## config.mk

```make
export PLATFORM = sky130hd
export DESIGN_NAME = dmem_arbiter
export DESIGN_NICKNAME = d
export VERILOG_FILES = /design/src/rtl/dmem_pkg.sv /design/src/rtl/dmem_arb_grant.sv /design/src/rtl/dmem_arbiter.sv
export SDC_FILE = /design/constraint.sdc
export NUM_CORES = 1
export LEC_CHECK = 0
export CORE_AREA = 2 2 116 118
export CTS_CLUSTER_DIAMETER = 80
export DETAILED_ROUTE_END_ITERATION = 8
export DIE_AREA = 0 0 118 120
export GPL_ROUTABILITY_DRIVEN = 0
export GPL_TIMING_DRIVEN = 0
export PLACE_DENSITY = 0.83
export SLEW_MARGIN = 30
export SYNTH_ARGS = -nofsm -noshare
export SYNTH_HDL_FRONTEND = slang
export SYNTH_SLANG_ARGS = --single-unit
```

## constraint.sdc

```tcl
create_clock -name clk -period 3.1 [get_ports clk]
set_input_delay 0.31 -clock clk [delete_from_list [all_inputs] [get_ports clk]]
set_output_delay 0.31 -clock clk [all_outputs]
set_load 0.01 [all_outputs]
```

## src/rtl/dmem_pkg.sv

```systemverilog
// Shared types and constants for the data-memory arbiter.
// Owner encoding and addr_mode encoding are used by both the arbiter and its
// grant decision block.
package dmem_pkg;

    // Owner of the most recent memory access.
    typedef enum logic {
        OWN_CPU = 1'b0,
        OWN_DMA = 1'b1
    } owner_t;

    // addr_mode values carried on the mode signals.
    localparam logic MODE_WORD = 1'b0;
    localparam logic MODE_BYTE = 1'b1;

    // Bit positions of each requester inside the request/grant vectors.
    localparam bit PORT_CPU = 1'b0;
    localparam bit PORT_DMA = 1'b1;

endpackage

```

## src/rtl/dmem_arb_grant.sv

```systemverilog
// Combinational grant decision for the data-memory arbiter.
// Produces a one-hot (or zero) grant from the two requests, the DMA lock
// request, the previous owner and the current locked-grant count.
// Build option: define DMEM_ARB_RR_EN for round-robin on conflict; otherwise
// the CPU wins every unlocked conflict.
module dmem_arb_grant
    import dmem_pkg::*;
#(
    parameter int MAX_LOCK = 8,
    parameter int CNT_W    = $clog2(MAX_LOCK + 1)
) (
    input  logic [1:0]       reqs_i,
    input  logic             lock_i,
    input  owner_t           last_owner_i,
    input  logic [CNT_W-1:0] lock_cnt_i,
    output logic [1:0]       gnt_o
);

    localparam logic [CNT_W-1:0] MAX_CNT = CNT_W'(MAX_LOCK);

    logic dma_burst;

    // Priority decision: locked burst first, forced CPU slot at the lock limit, then policy.
    always_comb begin
        gnt_o     = 2'b00;
        dma_burst = reqs_i[PORT_DMA] & lock_i & (last_owner_i == OWN_DMA);
        if (dma_burst && (lock_cnt_i < MAX_CNT)) begin
            gnt_o[PORT_DMA] = 1'b1;
        end else if (dma_burst) begin
            // Lock limit reached: the CPU gets a slot if it wants one,
            // otherwise the DMA keeps going with the count saturated.
            if (reqs_i[PORT_CPU]) begin
                gnt_o[PORT_CPU] = 1'b1;
            end else begin
                gnt_o[PORT_DMA] = 1'b1;
            end
        end else if (reqs_i == 2'b11) begin
`ifdef DMEM_ARB_RR_EN
            if (last_owner_i == OWN_DMA) begin
                gnt_o[PORT_CPU] = 1'b1;
            end else begin
                gnt_o[PORT_DMA] = 1'b1;
            end
`else
            gnt_o[PORT_CPU] = 1'b1;
`endif
        end else begin
            gnt_o = reqs_i;
        end
    end

endmodule

```

## src/rtl/dmem_arbiter.sv

```systemverilog
// Data-memory port arbiter: CPU (port 0) and DMA loader (port 1) share one
// memory port. Grants are combinational in the request cycle; load data is
// registered and returned to the owning port one cycle later.
// Build option: DMEM_ARB_RR_EN selects round-robin conflict resolution
// (default build uses fixed CPU priority).
module dmem_arbiter
    import dmem_pkg::*;
#(
    parameter int ADDRESS_WIDTH = 32,
    parameter int DATA_WIDTH    = 32,
    parameter int MAX_LOCK      = 8
) (
    input  logic                     clk,
    input  logic                     rst,
    input  logic                     cpu_req,
    input  logic                     cpu_we,
    input  logic                     cpu_mode,
    input  logic [ADDRESS_WIDTH-1:0] cpu_addr,
    input  logic [DATA_WIDTH-1:0]    cpu_wdata,
    output logic                     cpu_gnt,
    output logic                     cpu_rvalid,
    output logic [DATA_WIDTH-1:0]    cpu_rdata,
    output logic                     cpu_stall,
    input  logic                     dma_req,
    input  logic                     dma_we,
    input  logic                     dma_mode,
    input  logic [ADDRESS_WIDTH-1:0] dma_addr,
    input  logic [DATA_WIDTH-1:0]    dma_wdata,
    input  logic                     dma_lock,
    output logic                     dma_gnt,
    output logic                     dma_rvalid,
    output logic [DATA_WIDTH-1:0]    dma_rdata,
    output logic                     mem_we,
    output logic                     mem_mode,
    output logic [ADDRESS_WIDTH-1:0] mem_addr,
    output logic [DATA_WIDTH-1:0]    mem_wdata,
    input  logic [DATA_WIDTH-1:0]    mem_rdata
);

    localparam int               CNT_W   = $clog2(MAX_LOCK + 1);
    localparam logic [CNT_W-1:0] MAX_CNT = CNT_W'(MAX_LOCK);

    owner_t                  last_owner_q, last_owner_d;
    logic [CNT_W-1:0]        lock_cnt_q, lock_cnt_d;
    logic                    cpu_rvalid_q, cpu_rvalid_d;
    logic                    dma_rvalid_q, dma_rvalid_d;
    logic [DATA_WIDTH-1:0]   cpu_rdata_q, cpu_rdata_d;
    logic [DATA_WIDTH-1:0]   dma_rdata_q, dma_rdata_d;
    logic [1:0]              gnt_raw;
    logic [1:0]              gnt;

    dmem_arb_grant #(
        .MAX_LOCK (MAX_LOCK),
        .CNT_W    (CNT_W)
    ) u_grant (
        .reqs_i       ({dma_req, cpu_req}),
        .lock_i       (dma_lock),
        .last_owner_i (last_owner_q),
        .lock_cnt_i   (lock_cnt_q),
        .gnt_o        (gnt_raw)
    );

    // Nothing is issued while reset is held, and a response registered just
    // before reset is suppressed.
    assign gnt        = rst ? 2'b00 : gnt_raw;
    assign cpu_gnt    = gnt[PORT_CPU];
    assign dma_gnt    = gnt[PORT_DMA];
    assign cpu_stall  = cpu_req & ~cpu_gnt & ~rst;
    assign cpu_rvalid = cpu_rvalid_q & ~rst;
    assign dma_rvalid = dma_rvalid_q & ~rst;
    assign cpu_rdata  = cpu_rdata_q;
    assign dma_rdata  = dma_rdata_q;

    // Request mux: the granted DMA drives the port, otherwise the CPU fields pass through.
    always_comb begin
        mem_mode  = cpu_mode;
        mem_addr  = cpu_addr;
        mem_wdata = cpu_wdata;
        mem_we    = cpu_gnt & cpu_we;
        if (dma_gnt) begin
            mem_mode  = dma_mode;
            mem_addr  = dma_addr;
            mem_wdata = dma_wdata;
            mem_we    = dma_we;
        end
    end

    // Next-state for ownership, lock counting and response routing.
    always_comb begin
        last_owner_d = last_owner_q;
        lock_cnt_d   = lock_cnt_q;
        cpu_rdata_d  = cpu_rdata_q;
        dma_rdata_d  = dma_rdata_q;
        cpu_rvalid_d = cpu_gnt & ~cpu_we;
        dma_rvalid_d = dma_gnt & ~dma_we;

        if (cpu_gnt) begin
            last_owner_d = OWN_CPU;
        end else if (dma_gnt) begin
            last_owner_d = OWN_DMA;
        end

        // Only grants taken while already the locked owner count toward the limit.
        if (cpu_gnt || !(dma_req && dma_lock)) begin
            lock_cnt_d = '0;
        end else if (dma_gnt && (last_owner_q == OWN_DMA) && (lock_cnt_q < MAX_CNT)) begin
            lock_cnt_d = lock_cnt_q + CNT_W'(1);
        end

        if (cpu_gnt && !cpu_we) begin
            cpu_rdata_d = mem_rdata;
        end
        if (dma_gnt && !dma_we) begin
            dma_rdata_d = mem_rdata;
        end
    end

    // State registers; reset makes the DMA the last owner so the CPU wins the first tie.
    always_ff @(posedge clk) begin
        if (rst) begin
            last_owner_q <= OWN_DMA;
            lock_cnt_q   <= '0;
            cpu_rvalid_q <= 1'b0;
            dma_rvalid_q <= 1'b0;
            cpu_rdata_q  <= '0;
            dma_rdata_q  <= '0;
        end else begin
            last_owner_q <= last_owner_d;
            lock_cnt_q   <= lock_cnt_d;
            cpu_rvalid_q <= cpu_rvalid_d;
            dma_rvalid_q <= dma_rvalid_d;
            cpu_rdata_q  <= cpu_rdata_d;
            dma_rdata_q  <= dma_rdata_d;
        end
    end

endmodule

```

# After elaboration in Yosys (flattened, before gate mapping)
# Index checks and enable logic that the tools add are counted.
[op_classes]
magnitude_cmp = 1
add_sub_neg = 1
n_eq_ne = 1
n_bitwise = 13
n_mux = 14
reduce_logical = 12
[op_table]
columns = ["op", "count"]
rows = [
  ["two-way mux 32 bit", 2],
  ["two-way mux 1 bit", 10],
  ["bitwise AND 1 bit", 9],
  ["logical AND 1 bit", 6],
  ["adder 4 x 1 -> 4 bit (second input constant)", 1],
  ["less-than comparator 4 bit (second input constant)", 1],
  ["two-way mux 2 bit", 2],
  ["inverter 1 bit", 4],
  ["logical NOT 1 bit", 3],
  ["equality test 2 bit (second input constant)", 1],
  ["nonzero test 2 bit", 1],
  ["OR reduction 2 bit", 1],
  ["logical OR 1 bit", 1],
]
[totals]
register_bits = 71
word_cells = 48

# Logic depth before layout (Yosys ltp)
[depth]
ltp_word = 8
ltp_mapped = 5

# Cells and area by module
# From an unflattened synthesis, not the netlist that was laid out.
[unflattened]
hier_cells = 524
area_unflattened_um2 = 3574.7
[by_module_without_submodules]
columns = ["mod", "seq_area_each_um2", "area_each_um2", "n_inst", "cells_each"]
rows = [
  ["dmem_arbiter", 1421.4, 3538.4, 1, 520],
  ["dmem_arb_grant", 0.0, 36.3, 1, 4],
]

# Least setup slack after synthesis
# No wires, ideal clock.
[synth_path]
path_type = "register -> output"
from = "register lock_cnt_q[3]"
to = "output mem_wdata[16]"
required_ps = 2790
arrival_time_ps = 1382
setup_slack_ps = 1408
path_buffers = 2
path_stages_with_launch = 6
cell_sequence = "dfxtp_1 nand3b_4 a21oi_2 buf_4 buf_4 mux2_1"
[synth_via]
elab_chain_cells = 5
[synth_rtl]
columns = ["element", "line", "text"]
rows = [
  ["from (decl)", "dmem_arbiter.sv:44", "logic [CNT_W-1:0] lock_cnt_q, lock_cnt_d;"],
  ["from (signal assigned)", "dmem_arbiter.sv:129", "lock_cnt_q <= lock_cnt_d;"],
  ["less-than comparator 4 bit", "dmem_arb_grant.sv:27", "if (dma_burst && (lock_cnt_i < MAX_CNT)) begin"],
  ["logical AND 1 bit", "dmem_arb_grant.sv:27", ""],
  ["two-way mux 1 bit", "dmem_arb_grant.sv:27", ""],
  ["two-way mux 2 bit", "dmem_arbiter.sv:65", "assign gnt = rst ? 2'b00 : gnt_raw;"],
  ["two-way mux 32 bit", "dmem_arbiter.sv:80", "if (dma_gnt) begin"],
  ["to (decl)", "dmem_arbiter.sv:36", "output logic [DATA_WIDTH-1:0] mem_wdata,"],
]
# No other way between the ends.

# Final worst setup path
[layout_path]
from = "input rst"
to = "output mem_addr[13]"
[layout_via]
elab_chain_cells = 2
[layout_rtl]
columns = ["element", "line", "text"]
rows = [
  ["from (decl)", "dmem_arbiter.sv:14", "input logic rst,"],
  ["two-way mux 2 bit", "dmem_arbiter.sv:65", ""],
  ["two-way mux 32 bit", "dmem_arbiter.sv:80", ""],
  ["to (decl)", "dmem_arbiter.sv:35", "output logic [ADDRESS_WIDTH-1:0] mem_addr,"],
]
# No other way between the ends.

==> flow_results.org <==
** Clocking
- Buffers added to address setup during post-CTS repair amount to 0.
- TritonCTS created 9 clock buffers.
- CTS placed an instance of sky130_fd_sc_hd__clkbuf_16 at the clock tree root.
- No sink is reached through more buffers than the 2 on the longest clock path.
- Clock sink count :: 71
- TritonCTS built the clock tree.
- The clock reaches the later pin of the worst-skew pair after around 0.33 ns.
- CTS H-tree lvls :: 3
- After clock tree synthesis, the clock-pin slew on the worst setup and hold paths is around 0.060 ns.
- Hold-fix buffers at CTS :: 0
- Resize count post-CTS :: 0

** Yosys
- The biggest area contributor in the post-synthesis netlist is sky130_fd_sc_hd__dfxtp_1.
- The average instance in the mapped netlist occupies 10.9 um^2.
- In this run, synthesis inferred 0 flip-flops with an integrated enable.
- Most frequently used flop master after synthesis :: sky130_fd_sc_hd__dfxtp_1
- Xor-xnor portion of the synthesized cell area :: 0%
- Post-Syn Instances :: 353
- Sorting the synthesized cells by how often they occur yields 96 x sky130_fd_sc_hd__mux2_2, 71 x sky130_fd_sc_hd__dfxtp_1, 66 x sky130_fd_sc_hd__nand2b_1.
- Share of synthesized flip-flops with an asynchronous set or reset :: 0%
- In the post-synthesis netlist, the biggest area contributors are sky130_fd_sc_hd__dfxtp_1 37%, sky130_fd_sc_hd__mux2_2 28%, sky130_fd_sc_hd__nand2b_1 11%.
- Yosys printed 0 warnings.
- Compound-cell area share of the yosys netlist :: under 10%
- Synth Cell Area :: between 3000 and 4000 um^2
- Mux contribution to synthesized area :: 37.1%
- Yosys mapped the design onto 28 distinct sky130hd cell types.
- Sequential cells were found to cover 37.1% of the synthesized design area.
- After Yosys synthesis, and, or, nand and nor cells account for 19.0% of the synthesized area.
- In the post-synthesis netlist, the cell with the most instances is sky130_fd_sc_hd__mux2_2.
- Post-Synthesis Net Count :: 523
- Summed over its instances, the top area cell type makes up 37.1% of the synthesized netlist area.
- Combinational family with the most area after synthesis :: multiplexers
- Post-Synth Adder-Cell Area :: 0.326%
- Number of storage elements in the synthesis netlist :: 71

** Global routing
- The number of global-route vias before repair came to 4226.
- The initial antenna violation count was 6.
- Aggregate global routing overflow :: 0
- Largest net degree at the start of global routing :: 12
- Wire length of the first global-routing pass :: 27200 um
- Global router's overall resource usage :: between 20% and 30%

** Place
- Detailed placer's ending HPWL :: 15800 um
- Including well taps, the total number of placed cells is 832.
- Number of I/O port buffers :: just over 300

** Cells and area
- Layout Utilization :: 57.1%
- From synthesis to final layout, the design area changed by 93.2%.
- The finished layout holds 853 standard cells, fillers aside.
- In the final layout, the share of cells above drive strength 1 is 19.2%.
- Number of nets in the finished design :: 837

** Routing
- Routed wire length per instance :: 21.9 um
- Via density per instance :: 4.55
- Summing over every cut layer, the via total after detailed routing is 3881.
- Initial drt markers :: 148
- Final Routed Wirelength :: 18700 um
- In the routed design, unresolved DRC markers number 0.
- Before antenna repair, the detailed router went through 4 iterations.
- Antenna-violating nets left :: 0

** STA
- Slew HR :: 62.1%
- Final Hold Violating Endpoints :: 0
- Slew Viols, Final :: 0
- Final worst path period share :: slightly below 100%
- Between clock sinks in the finished design, the worst skew comes to 0.00354 ns.
- Slew at the pin closest to its max-slew limit :: roughly 0.57 ns
- Setup repair after global routing left no endpoint under its margin.
- Fmax :: roughly 330 MHz
- Post-route setup TNS :: 0 ns
- The worst path in the final design needs a cycle of 3.00 ns, including I/O delays and setup.
- Setup violations remaining at the end of the flow were counted as 0.

** Floorplan
- The die covers between 10000 and 15000 um^2.
- Pin placement for this block handled approximately 300 I/O pins.
- The floorplan has 42 rows.
- For this configuration, the core starts out at a cell density of 29.5%.
- Vertical extent of the die :: 120 um
- The region available for standard cell placement spans 13000 um^2.
- The die is 118 um wide.

** Worst setup path
- Top fanout value on the critical path :: 10
- At the worst endpoint, the required time is 2.79 ns.
- The critical path is of the input pin to output pin type.
- The worst setup path is captured at an output pin.
- Element type at the critical path start :: input pin
- Data arrives at the worst endpoint at about 2.7 ns.

** Power and ir drop
- The worst-case IR drop observed on VDD is 0.289 mV.
- Summed over all cells, the static leakage comes to 2.76 nW.
- In this run the power density over the cells is 380 nW/um^2.

** Outcome
- The run finished with clean final reports.

** Worst hold path
- Path type of the worst min-delay path :: register to register

** Job
- Max-cap violations in this run came to 0.
## flip-flops by register name, indices dropped and copies added, names as in the netlist
signal and cells:
cpu_rdata 32, cpu_rvalid_q 1, dma_rdata 32, dma_rvalid_q 1, last_owner_q 1, lock_cnt_q 4
## placed cells by master, fill, tap and decap left out, types with 2 or more instances in the layout
cell,synthesis,layout
sky130_fd_sc_hd__buf_6,6,6
sky130_fd_sc_hd__buf_4,4,4
sky130_fd_sc_hd__mux2_1,2,2
sky130_fd_sc_hd__diode_2,0,6
sky130_fd_sc_hd__buf_2,4,4
sky130_fd_sc_hd__a21oi_1,3,3
sky130_fd_sc_hd__nand2b_1,66,66
sky130_fd_sc_hd__nand2_1,3,3
sky130_fd_sc_hd__mux2_2,96,96
sky130_fd_sc_hd__clkbuf_16,0,9
sky130_fd_sc_hd__mux2i_1,32,32
sky130_fd_sc_hd__nor2b_1,38,38
sky130_fd_sc_hd__clkbuf_1,11,12
sky130_fd_sc_hd__clkdlybuf4s50_1,0,303
sky130_fd_sc_hd__nor3b_1,2,2
sky130_fd_sc_hd__dfxtp_1,71,71
sky130_fd_sc_hd__clkbuf_8,0,2
## critical path, stage by stage
cell	delay, ns
sky130_fd_sc_hd__clkdlybuf4s50_1	0.47
sky130_fd_sc_hd__nand2b_1	0.26
sky130_fd_sc_hd__a21oi_4	0.23
sky130_fd_sc_hd__buf_4	0.24
sky130_fd_sc_hd__buf_4	0.25
sky130_fd_sc_hd__mux2_2	0.38
sky130_fd_sc_hd__clkdlybuf4s50_1	0.55
## routing by layer
layer | track usage [%] | wire length, um
met1 | 30.7 | 7650
met2 | 43.0 | 8870
met3 | 11.7 | 1790
met4 | 7.08 | 387
met5 | 0 | 0
## final timing paths
kind	slack [ns]	from	end	depth (start not counted)
max reg2reg	1.29	lock_cnt_q[3]$_SDFFE_PP0P_	dma_rdata[1]$_SDFFE_PP0P_	4
min	0.47	cpu_rdata[5]$_SDFFE_PP0P_	cpu_rdata[5]$_SDFFE_PP0P_	2
min reg2reg	0.47	cpu_rdata[5]$_SDFFE_PP0P_	cpu_rdata[5]$_SDFFE_PP0P_	2
max	0.1	rst	mem_addr[13]	7
## cell type report
| cell class | instances | area, um^2 |
|---|---|---|
| timing repair buffer | 303 | 3030 |
| clock inverter | 3 | 42.5 |
| inverter | 1 | 3.75 |
| clock buffer | 12 | 256 |
| tap | 176 | 220 |
| buffer | 25 | 159 |
| antenna | 6 | 15.0 |
| fill | 1138 | 5570 |
| multi-input combinational | 256 | 2260 |
| sequential | 71 | 1420 |
## stage by stage
stage                     hold WS (ns)  total power (W)  instance area (um^2)  setup slack [ns]
after floorplan                  0.382          0.00127                  3830              1.41
after detailed placement         0.463          0.00180                  7090            0.0770
after global placement           0.455          0.00179                  7090            0.0782
final                            0.471          0.00282                  7410            0.0950
after global routing             0.496          0.00292                  7400            0.0439
after CTS                        0.477          0.00284                  7390            0.0668
## where the power goes
| group | total, W | switching (W) | internal, W |
|---|---|---|---|
| clock | 0.00103 | 0.000371 | 0.000660 |
| combinational | 0.000802 | 0.000294 | 0.000508 |
| sequential | 0.000982 | 0.0000245 | 0.000957 |
| total | 0.00282 | 0.000690 | 0.00213 |
## cell families (layout without fill, tap and decap cells)
logic type,count (synthesis),count (layout)
buffers and inverters,26,344
multiplexers,130,130
other,0,6
adder cells (fa/ha/maj),1,1
AND/OR/NAND/NOR,115,115
flip-flops,71,71
AO/OA/AOI/OAI,10,10
No activity file was read; power rests on OpenSTA's default activity.
